[config.mk]
export PLATFORM = sky130hd
export DESIGN_NAME = stack_sequencer
export DESIGN_NICKNAME = d
export VERILOG_FILES = /design/src/rtl/stack_sequencer.sv
export SDC_FILE = /design/constraint.sdc
export NUM_CORES = 1
export LEC_CHECK = 0
export ABC_CLOCK_PERIOD_IN_PS = 3000
export CAP_MARGIN = 20
export CORE_MARGIN = 8
export CORE_UTILIZATION = 39
export CTS_BUF_LIST = sky130_fd_sc_hd__clkbuf_8
export DETAILED_ROUTE_END_ITERATION = 8
export DONT_BUFFER_PORTS = 1
export GPL_TIMING_DRIVEN = 0
export PLACE_DENSITY = 0.61
export SYNTH_ARGS = -nofsm -noshare
export SYNTH_HDL_FRONTEND = slang
export SYNTH_SLANG_ARGS = --single-unit
[constraint.sdc]
create_clock -name Clock1 -period 3 [get_ports Clock1]
set_input_delay 0.45 -clock Clock1 [delete_from_list [all_inputs] [get_ports Clock1]]
set_output_delay 0.45 -clock Clock1 [all_outputs]
set_load 0.02 [all_outputs]
[src/rtl/stack_sequencer.sv]
// stack_sequencer: multi-cycle PUSH/POP/CALL/RET controller.
//
// Accepts one stack command at a time. It moves bytes between data memory and
// the stack, and writes the updated stack pointer back to the register file
// exactly once per command. The write-back happens in the FIN cycle.
//
// Every output is registered. The combinational block computes the outputs
// for the state being entered, so a strobe appears in the same cycle as the
// state that owns it.
//
// Cycle map (cycle 0 = the edge where IDLE sees Start):
//   PUSH : WR0(1) FIN(2)
//   CALL : WR0(1) WR1(2) FIN(3)
//   POP  : RD0(1) CAP(2) FIN(3)
//   RET  : RD0(1) RD1(2) CAP(3) FIN(4)
//
// Read data from memory arrives in the cycle after MemRe. RD1 therefore
// captures the byte requested by RD0, and CAP captures the byte requested by
// the previous read.
module stack_sequencer #(
  parameter int ADDR_WIDTH = 16
) (
  input  logic                  Clock1,
  input  logic                  Reset,
  input  logic                  Start,
  input  logic [1:0]            Op,
  input  logic [ADDR_WIDTH-1:0] SpIn,
  input  logic [7:0]            PushData,
  input  logic [15:0]           PcIn,
  input  logic [7:0]            MemRData,
  output logic [ADDR_WIDTH-1:0] MemAddr,
  output logic [7:0]            MemWData,
  output logic                  MemWe,
  output logic                  MemRe,
  output logic [ADDR_WIDTH-1:0] StackOut,
  output logic                  StackOutEnable,
  output logic [7:0]            PopData,
  output logic                  PopValid,
  output logic [15:0]           PcLoadValue,
  output logic                  PcLoad,
  output logic                  Busy,
  output logic                  Done
);

  typedef enum logic [1:0] {
    OP_PUSH = 2'b00,
    OP_POP  = 2'b01,
    OP_CALL = 2'b10,
    OP_RET  = 2'b11
  } op_t;

  typedef enum logic [2:0] {
    S_IDLE,
    S_WR0,
    S_WR1,
    S_RD0,
    S_RD1,
    S_CAP,
    S_FIN
  } state_t;

  localparam logic [ADDR_WIDTH-1:0] SP_ONE = ADDR_WIDTH'(1);
  localparam logic [ADDR_WIDTH-1:0] SP_TWO = ADDR_WIDTH'(2);

  state_t                state_q, state_d;

  // Command fields latched at acceptance; the inputs may change afterwards.
  op_t                   op_q, op_d;
  logic [ADDR_WIDTH-1:0] sp_q, sp_d;
  logic [7:0]            push_q, push_d;
  logic [15:0]           pc_q, pc_d;

  // High byte of the return address, held between RD1 and CAP.
  logic [7:0]            hi_q, hi_d;

  // Next values of the registered outputs.
  logic [ADDR_WIDTH-1:0] mem_addr_d;
  logic [7:0]            mem_wdata_d;
  logic                  mem_we_d;
  logic                  mem_re_d;
  logic [ADDR_WIDTH-1:0] stack_out_d;
  logic                  stack_out_en_d;
  logic [7:0]            pop_data_d;
  logic                  pop_valid_d;
  logic [15:0]           pc_load_value_d;
  logic                  pc_load_d;
  logic                  busy_d;
  logic                  done_d;

  // Next state, plus the output values belonging to the state being entered.
  always_comb begin
    // NOTE: every variable gets a default before the case statement. A path
    // that skips an assignment would otherwise infer a latch.
    state_d         = state_q;
    op_d            = op_q;
    sp_d            = sp_q;
    push_d          = push_q;
    pc_d            = pc_q;
    hi_d            = hi_q;
    mem_addr_d      = '0;
    mem_wdata_d     = '0;
    mem_we_d        = 1'b0;
    mem_re_d        = 1'b0;
    stack_out_d     = StackOut;
    stack_out_en_d  = 1'b0;
    pop_data_d      = PopData;
    pop_valid_d     = 1'b0;
    pc_load_value_d = PcLoadValue;
    pc_load_d       = 1'b0;
    done_d          = 1'b0;

    case (state_q)
      S_IDLE: begin
        if (Start) begin
          op_d   = op_t'(Op);
          sp_d   = SpIn;
          push_d = PushData;
          pc_d   = PcIn;
          if (op_d == OP_PUSH || op_d == OP_CALL) begin
            // First write lands at SP: the push byte, or the low PC byte for CALL.
            state_d     = S_WR0;
            mem_addr_d  = SpIn;
            mem_we_d    = 1'b1;
            mem_wdata_d = (op_d == OP_CALL) ? PcIn[7:0] : PushData;
          end else begin
            // The stack grows downward, so the top-of-stack byte sits at SP+1.
            state_d    = S_RD0;
            mem_addr_d = SpIn + SP_ONE;
            mem_re_d   = 1'b1;
          end
        end
      end

      S_WR0: begin
        if (op_q == OP_CALL) begin
          state_d     = S_WR1;
          mem_addr_d  = sp_q - SP_ONE;
          mem_wdata_d = pc_q[15:8];
          mem_we_d    = 1'b1;
        end else begin
          state_d = S_FIN;
        end
      end

      S_WR1: state_d = S_FIN;

      S_RD0: begin
        if (op_q == OP_RET) begin
          state_d    = S_RD1;
          mem_addr_d = sp_q + SP_TWO;
          mem_re_d   = 1'b1;
        end else begin
          state_d = S_CAP;
        end
      end

      S_RD1: begin
        // This is the byte from SP+1, which CALL left as the high PC byte.
        hi_d    = MemRData;
        state_d = S_CAP;
      end

      S_CAP: begin
        if (op_q == OP_POP) begin
          pop_data_d = MemRData;
        end else begin
          pc_load_value_d = {hi_q, MemRData};
        end
        state_d = S_FIN;
      end

      S_FIN: state_d = S_IDLE;

      default: state_d = S_IDLE;
    endcase

    // The pointer write-back and completion pulses all belong to FIN.
    if (state_d == S_FIN) begin
      done_d         = 1'b1;
      stack_out_en_d = 1'b1;
      case (op_q)
        OP_PUSH: stack_out_d = sp_q - SP_ONE;
        OP_CALL: stack_out_d = sp_q - SP_TWO;
        OP_POP: begin
          stack_out_d = sp_q + SP_ONE;
          pop_valid_d = 1'b1;
        end
        default: begin
          stack_out_d = sp_q + SP_TWO;
          pc_load_d   = 1'b1;
        end
      endcase
    end

    busy_d = (state_d != S_IDLE);
  end

  // State, latched command and registered outputs.
  always_ff @(posedge Clock1) begin
    // NOTE: the latched command fields and the captured high byte are cleared
    // along with the outputs. They are only read after a fresh acceptance,
    // but clearing them keeps the post-reset state fully defined.
    if (Reset) begin
      state_q        <= S_IDLE;
      op_q           <= OP_PUSH;
      sp_q           <= '0;
      push_q         <= '0;
      pc_q           <= '0;
      hi_q           <= '0;
      MemAddr        <= '0;
      MemWData       <= '0;
      MemWe          <= 1'b0;
      MemRe          <= 1'b0;
      StackOut       <= '0;
      StackOutEnable <= 1'b0;
      PopData        <= '0;
      PopValid       <= 1'b0;
      PcLoadValue    <= '0;
      PcLoad         <= 1'b0;
      Busy           <= 1'b0;
      Done           <= 1'b0;
    end else begin
      // NOTE: non-blocking assignments, so every register samples values
      // from before this edge regardless of statement order.
      state_q        <= state_d;
      op_q           <= op_d;
      sp_q           <= sp_d;
      push_q         <= push_d;
      pc_q           <= pc_d;
      hi_q           <= hi_d;
      MemAddr        <= mem_addr_d;
      MemWData       <= mem_wdata_d;
      MemWe          <= mem_we_d;
      MemRe          <= mem_re_d;
      StackOut       <= stack_out_d;
      StackOutEnable <= stack_out_en_d;
      PopData        <= pop_data_d;
      PopValid       <= pop_valid_d;
      PcLoadValue    <= pc_load_value_d;
      PcLoad         <= pc_load_d;
      Busy           <= busy_d;
      Done           <= done_d;
    end
  end

endmodule

==> results.md, run 1 <==
- Outcome: complete, no violations
- Mean routed wirelength per cell: 21.0 µm
- Routed via count: 5153
- Antenna fix cells: 0
- CTS Buffer Depth: 2
- Launching point of the worst reg2reg path: sp_q[2]
- Fmax: 0.348 GHz
- Maximum vdd drop: 0.000261 V
- Hold_sp: PcIn[13]
- # Max-Cap Violations: 0
- Worst hold slack: 0.162 ns
- Relative slew slack: 36.4%
- Tot GR Track Use: 20.4%
- EDFF count, synth: 0
- Synth cell types: 64
- Area growth syn-to-layout: 8.28%
- Clock Tree Root: clkbuf_8
- DP HPWL: 14.5 mm
- Core Util, Final: 42.9%
- R2R setup slack: 0.13 ns
- Max FO, Critical Path: 10
- CTS tree: done
- Hold-critical path depth: 2
- CP arrival: 3.16 ns
- Initial antenna violation count: 0
- YS warnings: 0
- Vias per std cell: 5.76
- Setup TNS: 0 ns
- ANT nets after route: 0
- Synth Area in Adders: 1.37%
- Post-Synth XOR/XNOR Area: 7.35%
- R2R Path End: MemAddr[9]
- Final worst-path cycle share: 95.7%
- Placed Area: 0.00571 mm²
- Vias in the first global route: 4912
- Share of cells above drive strength 1: 6.01%
- CTS Sinks: 107
- HP Class: in2reg
- Finish-stage setup viols: 0
- Cell area after synthesis: 0.00548 mm²
- Worst setup margin: 0.128 ns
- Simple-Gate Fraction of Synth Area: 24.3%
- DR DRC count: 0
- Starting Density: 39.7%
- Congestion Overflow GR: 0
- Hold endpoint: pc_q[13]
- Unrepaired setup endpoints after global routing: no
- Worst skew pair latency: 0.40 ns
- Cell count after synthesis: 700
- CORE AREA: 0.0138 mm²
- Hold Vio Cnt, Final: 0
- Post-CTS Setup Inserts: 0
- Critical path launch point: sp_q[2]
- CP Data Required Time: 3.29 ns
- Slew at the pin closest to its max-slew limit: 0.946 ns
- First-pass GRT wire length: 28.9 mm
- Post-synthesis mux area share: 3.83%
- Pre-CTS WS: 0.00177 ns
- Crit path time final: 2.87 ns
- Nets: 769
- Asr flop ratio synth: 0%
- LEAKAGE: 0.00206 µW
- Die height: 135 µm
- Compound-Gate Fraction of Synth Area: 19.4%
- Largest net degree at the start of global routing: 23
- Final instance area: 0.00594 mm²
- Hold buffer count at cts: 0
- Syn nets: 759
- First-iteration detailed-routing DRC count: 638
- 1st-pass router iterations: 6
- Crit start category: register
- Worst setup EP type: register
- H-tree depth: 3
- Post-route clock skew: 0.0137 ns
- Slew Viols, Final: 0
- Largest family of logic cells by synthesized area: simple AND/OR/NAND/NOR gates
- Die area: 0.0181 mm²
- Final GP Congestion: 0.968
- TritonCTS Buffers: 9
- PortBufs: 0
- Worst r2r path cells: 10
- Core Rows: 43
- Top-level I/O count: 124
- Die W: 135 µm
- Yosys reg bits: 107
- Crit Path Category: reg2reg
- Top_reg_cell synth: dfxtp_1
- Final wirelength: 18.8 mm
- Clk pin slew, worst setup/hold paths: 0.12 ns
- Power per standard cell area: 639 mW/mm²
- Post-CTS Resized: 1
- Fillers: 1423
- Post-synthesis sequential area ratio: 39.1%
- Mean post-synth cell area: 7.83 µm²
[routing by layer]
layer / share of wire, % / up-vias / global-route usage, %
met2: 45 / 231 / 30.8
met3: 9.6 / 36 / 6.13
li1: - / 2455 / -
met5: 0 / - / 0
met4: 2.3 / 0 / 8.55
met1: 43 / 2431 / 26.5
[flip-flops by register name (all words and copies together), names as in the netlist]
register and flops:
Busy 1, Done 1, MemAddr 16, MemRe 1, MemWData 8, MemWe 1
PcLoad 1, PcLoadValue 16, PopData 8, PopValid 1, StackOut 16, hi_q 8
op_q 2, pc_q 8, sp_q 16, state_q 3
[worst max-delay path, stage by stage (launching register included)]
cell and delay [ns]:
dfxtp_1 0.35, clkbuf_2 0.21, inv_2 0.15, ha_2 0.26, or4b_1 0.45, buf_2 0.19, or4_4 0.44, a21oi_2 0.16
xor2_2 0.11, a222oi_1 0.37, nor2_1 0.06
[layout make-up]
class / instances / area (µm²) / area share [%]
clock inverter: 7 / 91.3 / 1.54
buffer: 54 / 220 / 3.71
clock buffer: 9 / 124 / 2.09
inverter: 9 / 33.8 / 0.569
multi-input combinational: 529 / 3100 / 52.2
sequential: 107 / 2140 / 36.1
tap: 180 / 225 / 3.79
[power by group]
group	internal (µW)	switching, µW	total (µW)
registers	1550	190	1740
logic	384	705	1090
clock network	342	618	960
total	2280	1510	3790
[kinds of logic (layout without fill, tap and decap cells)]
kind of cell	count (synthesis)	in the layout
DFF	107	107
and+or+nand+nor	294	294
muxes	20	20
buffers and inverters	64	79
xor gates and xnor gates	46	46
AOI/OAI and AO/OA	163	163
adders and majority gates	6	6
[cell usage after synthesis (5+ instances only)]
cell,n,area (µm²)
a21boi_0,10,75.1
ha_1,6,75.1
o21ai_1,8,40.0
or3_1,6,37.5
o221ai_1,7,61.3
nor4_1,5,31.3
mux2i_1,12,120
dfxtp_1,107,2140
mux2_2,8,90.1
o21ai_0,8,40.0
nor3_1,12,60.1
nand2b_1,6,37.5
and2_1,7,43.8
a22oi_1,14,105
nand4_1,8,50.1
nand2_1,142,533
xnor2_1,23,201
xor2_1,23,201
a21oi_1,71,355
inv_1,7,26.3
nor2_1,67,251
buf_1,6,22.5
clkbuf_1,43,161
and3_1,5,31.3
nand3_1,13,65.1
a222oi_1,6,60.1
[through the flow]
step                      power [µW]  cells
final                           3790    895
after global placement          2820    880
after CTS                       3790    896
after floorplan                 2530    700
after detailed placement        2830    880
after global routing            3980    895
[worst max path at each step]
| stage | depth (start not counted) | end | slack, ns |
|---|---|---|---|
| floorplan | 10 | MemAddr[9] | 0.44 |
| global placement | 10 | MemAddr[9] | -0.02 |
| detailed placement | 10 | MemAddr[9] | 0.002 |
| CTS | 10 | MemAddr[9] | 0.03 |
| global route | 10 | MemAddr[9] | 0.04 |
| finish | 10 | MemAddr[9] | 0.13 |
[cells in the final DEF (no fill, tap or decap), types with 5 or more instances in the layout]
cell type,count
a21boi_0,10
a21oi_1,71
a222oi_1,6
a22oi_1,14
and2_1,7
and3_1,5
buf_1,6
clkbuf_1,41
clkbuf_8,9
dfxtp_1,107
ha_1,5
inv_1,6
mux2_2,8
mux2i_1,12
nand2_1,142
nand2b_1,6
nand3_1,13
nand4_1,8
nor2_1,67
nor3_1,12
o21ai_0,8
o21ai_1,8
o221ai_1,7
or3_1,6
xnor2_1,23
xor2_1,22
(Power assumes the default switching activity.)
==> run 2: changes to the inputs <==
--- a/config.mk
+++ b/config.mk
@@ -7,13 +7,15 @@
 export LEC_CHECK = 0
 export ABC_CLOCK_PERIOD_IN_PS = 3000
 export CAP_MARGIN = 20
+export CELL_PAD_IN_SITES_DETAIL_PLACEMENT = 0
+export CELL_PAD_IN_SITES_GLOBAL_PLACEMENT = 1
 export CORE_MARGIN = 8
 export CORE_UTILIZATION = 39
 export CTS_BUF_LIST = sky130_fd_sc_hd__clkbuf_8
 export DETAILED_ROUTE_END_ITERATION = 8
 export DONT_BUFFER_PORTS = 1
 export GPL_TIMING_DRIVEN = 0
-export PLACE_DENSITY = 0.61
+export PLACE_DENSITY = 0.77
 export SYNTH_ARGS = -nofsm -noshare
 export SYNTH_HDL_FRONTEND = slang
 export SYNTH_SLANG_ARGS = --single-unit
==> results.md, run 2 (synthesis results as in run 1) <==
- Outcome: complete, no violations (unchanged)
- CP bufs+invs: 2 (was 3)
- CP arrival: 3.17 ns (was 3.16 ns)
- Congestion Overflow GR: 0 (unchanged)
- Sequential Power Share: 46.2% (was 46.0%)
- Share of cells above drive strength 1: 5.73% (was 6.01%)
- Post-route clock skew: 0.0160 ns (was 0.0137 ns)
- Routed via count: 5112 (was 5153)
- Power consumption: 3770 µW (was 3790 µW)
- Area growth syn-to-layout: 8.06% (was 8.28%)
- Combinational share of power: 28.8% (was 28.7%)
- Fmax: 0.352 GHz (was 0.348 GHz)
- WL met1: 8.21 mm (was 8.02 mm)
- Fillers: 1443 (was 1423)
- Slew at the pin closest to its max-slew limit: 0.939 ns (was 0.946 ns)
- Max layer used: met4 (unchanged)
- CTS tree: done (unchanged)
- Crit path time final: 2.84 ns (was 2.87 ns)
- Sw power: 1490 µW (was 1510 µW)
- Setup TNS: 0 ns (unchanged)
- Vias per std cell: 5.71 (was 5.76)
- Clk pin slew, worst setup/hold paths: 0.12 ns (about the same)
- TritonCTS Buffers: 9 (unchanged)
- First-pass GRT wire length: 28.7 mm (was 28.9 mm)
- Slowest CP cell: nor3_1 (was or4b_1)
- Multi-input logic area: 0.00309 mm² (was 0.00310 mm²)
- Antenna fix cells: 0 (unchanged)
- Most common cell after layout, fill and taps aside: nand2_1 (unchanged)
- First-iteration detailed-routing DRC count: 495 (was 638)
- Reg area: 0.00214 mm² (unchanged)
- Worst hold slack: 0.169 ns (was 0.162 ns)
- Internal: 2280 µW (about the same)
- Core Rows: 43 (unchanged)
- Hold buffer count at cts: 0 (unchanged)
- Die area: 0.0181 mm² (unchanged)
- Met3 wire length: 1.89 mm (was 1.80 mm)
- HP Class: in2reg (unchanged)
- Clk pwr share: 25.0% (was 25.3%)
- CP Data Required Time: 3.32 ns (was 3.29 ns)
- # Max-Cap Violations: 0 (unchanged)
- Maximum vdd drop: 0.000282 V (was 0.000261 V)
- Final worst-path cycle share: 94.8% (was 95.7%)
- Finish-stage setup viols: 0 (unchanged)
- Top-level I/O count: 124 (unchanged)
- DR DRC count: 0 (unchanged)
- CTS Buffer Depth: 2 (unchanged)
- Slew Viols, Final: 0 (unchanged)
- Crit start category: register (unchanged)
- Nets: 770 (was 769)
- Final GP Congestion: 0.959 (was 0.968)
- Max stage delay on crit path: 0.81 ns (was 0.45 ns)
- Switching Share: 39.5% (was 39.9%)
- ANT nets after route: 0 (unchanged)
- DP HPWL: 14.5 mm (about the same)
- Relative slew slack: 36.9% (was 36.4%)
- Starting Density: 39.7% (unchanged)
- Met2 WL: 8.27 mm (was 8.50 mm)
- PortBufs: 0 (unchanged)
- Initial antenna violation count: 0 (unchanged)
- CORE AREA: 0.0138 mm² (unchanged)
- Max FO, Critical Path: 10 (unchanged)
- Largest net degree at the start of global routing: 23 (unchanged)
- Die height: 135 µm (unchanged)
- Final wirelength: 18.7 mm (was 18.8 mm)
- Unrepaired setup endpoints after global routing: no (unchanged)
- Vias in the first global route: 4890 (was 4912)
- 1st-pass router iterations: 5 (was 6)
- CTS Sinks: 107 (unchanged)
- Die W: 135 µm (unchanged)
- Clock Tree Root: clkbuf_8 (unchanged)
- Hold Vio Cnt, Final: 0 (unchanged)
- CP cell instances: clkbuf_1 -> nand2_1 -> nor3_1 -> clkbuf_1 -> a22oi_1 -> nand2_1 -> o21ai_1 -> a21oi_1 (was clkbuf_2 -> inv_2 -> ha_2 -> or4b_1 -> buf_2 -> or4_4 -> a21oi_2 -> xor2_2 -> a222oi_1 -> nor2_1)
- Power per standard cell area: 636 mW/mm² (was 639 mW/mm²)
- Most frequent cells in the layout: 142 x nand2_1, 107 x dfxtp_1, 71 x a21oi_1, 67 x nor2_1, 42 x clkbuf_1 (was 142 x nand2_1, 107 x dfxtp_1, 71 x a21oi_1, 67 x nor2_1, 41 x clkbuf_1)
- Tot GR Track Use: 20.4% (about the same)
- Mean routed wirelength per cell: 20.9 µm (was 21.0 µm)
- Crit path max-delay family: simple AND/OR/NAND/NOR gates (unchanged)
- Worst setup EP type: register (unchanged)
- LEAKAGE: 0.00206 µW (about the same)
- Worst skew pair latency: 0.40 ns (about the same)
- H-tree depth: 3 (unchanged)
- Crit Path Category: reg2reg (unchanged)
## run 2: cell types whose count changed in the layout (fill, tap and decap cells not counted), sizes merged
| cell | before | now |
|---|---|---|
| clkbuf | 52 | 53 |
| clkinv | 4 | 3 |
| inv | 12 | 13 |
## run 2: layout make-up
class	count	area share, %
Inverter	9	0.570
Multi-Input combinational cell	529	52.1
Sequential cell	107	36.2
Clock inverter	7	1.50
Buffer	55	3.78
Tap cell	180	3.80
Clock buffer	9	2.09
## run 2: worst reg2reg max path, stage by stage, from the launching register on
cell	delay [ns]
dfxtp_1	0.33
clkbuf_1	0.39
nand2_1	0.24
nor3_1	0.81
clkbuf_1	0.50
a22oi_1	0.13
nand2_1	0.09
o21ai_1	0.08
a21oi_1	0.17
## run 2: per-stage QoR
stage                     util (%)  worst slack, ns  instances  cell area, µm²
after floorplan                  -            0.444        700            5480
after global placement        41.3           0.0230        880            5710
after detailed placement      41.3           0.0267        880            5710
after CTS                     42.8          0.00509        896            5920
after global routing          42.8           0.0143        896            5920
final                         42.8            0.155        896            5920
## run 2: metal layers
metal	vias to the layer above	global-route usage (%)
met5	-	0
met4	0	6.49
met3	24	6.87
met1	2433	26.7
li1	2451	-
met2	204	30.8
## run 2: worst paths after layout
kind	startpoint	cells past startpoint	end	slack, ns
hold reg to reg	hi_q[0]	2	PcLoadValue[8]	0.45
setup reg to reg	op_q[0]	8	MemAddr[6]	0.16
setup / recovery	op_q[0]	8	MemAddr[6]	0.16
hold / removal	MemRData[6]	2	hi_q[6]	0.17
## run 2: what timing repair did
| action | 4_1_cts | 5_1_grt |
|---|---|---|
| setup endpoints to repair | 0 | 3 |
| gates resized for setup | 0 | 4 |
| hold endpoints to repair | 0 | 0 |
| setup buffers | 0 | 0 |
## run 2: power by group through the flow
stage	Sequential [µW]	Clock (µW)	Combinational, µW
after floorplan	1740	0	793
after global placement	1780	0	1050
final	1740	941	1080
after global routing	1760	1020	1190
after CTS	1740	966	1060
after detailed placement	1780	0	1060
==> run 3: changes to the inputs <==
--- a/config.mk
+++ b/config.mk
@@ -16,6 +16,7 @@
 export DONT_BUFFER_PORTS = 1
 export GPL_TIMING_DRIVEN = 0
 export PLACE_DENSITY = 0.77
+export SLEW_MARGIN = 20
 export SYNTH_ARGS = -nofsm -noshare
 export SYNTH_HDL_FRONTEND = slang
 export SYNTH_SLANG_ARGS = --single-unit
==> results of run 3 <==
Final layout, timing and power as in run 2 (identical DEF).
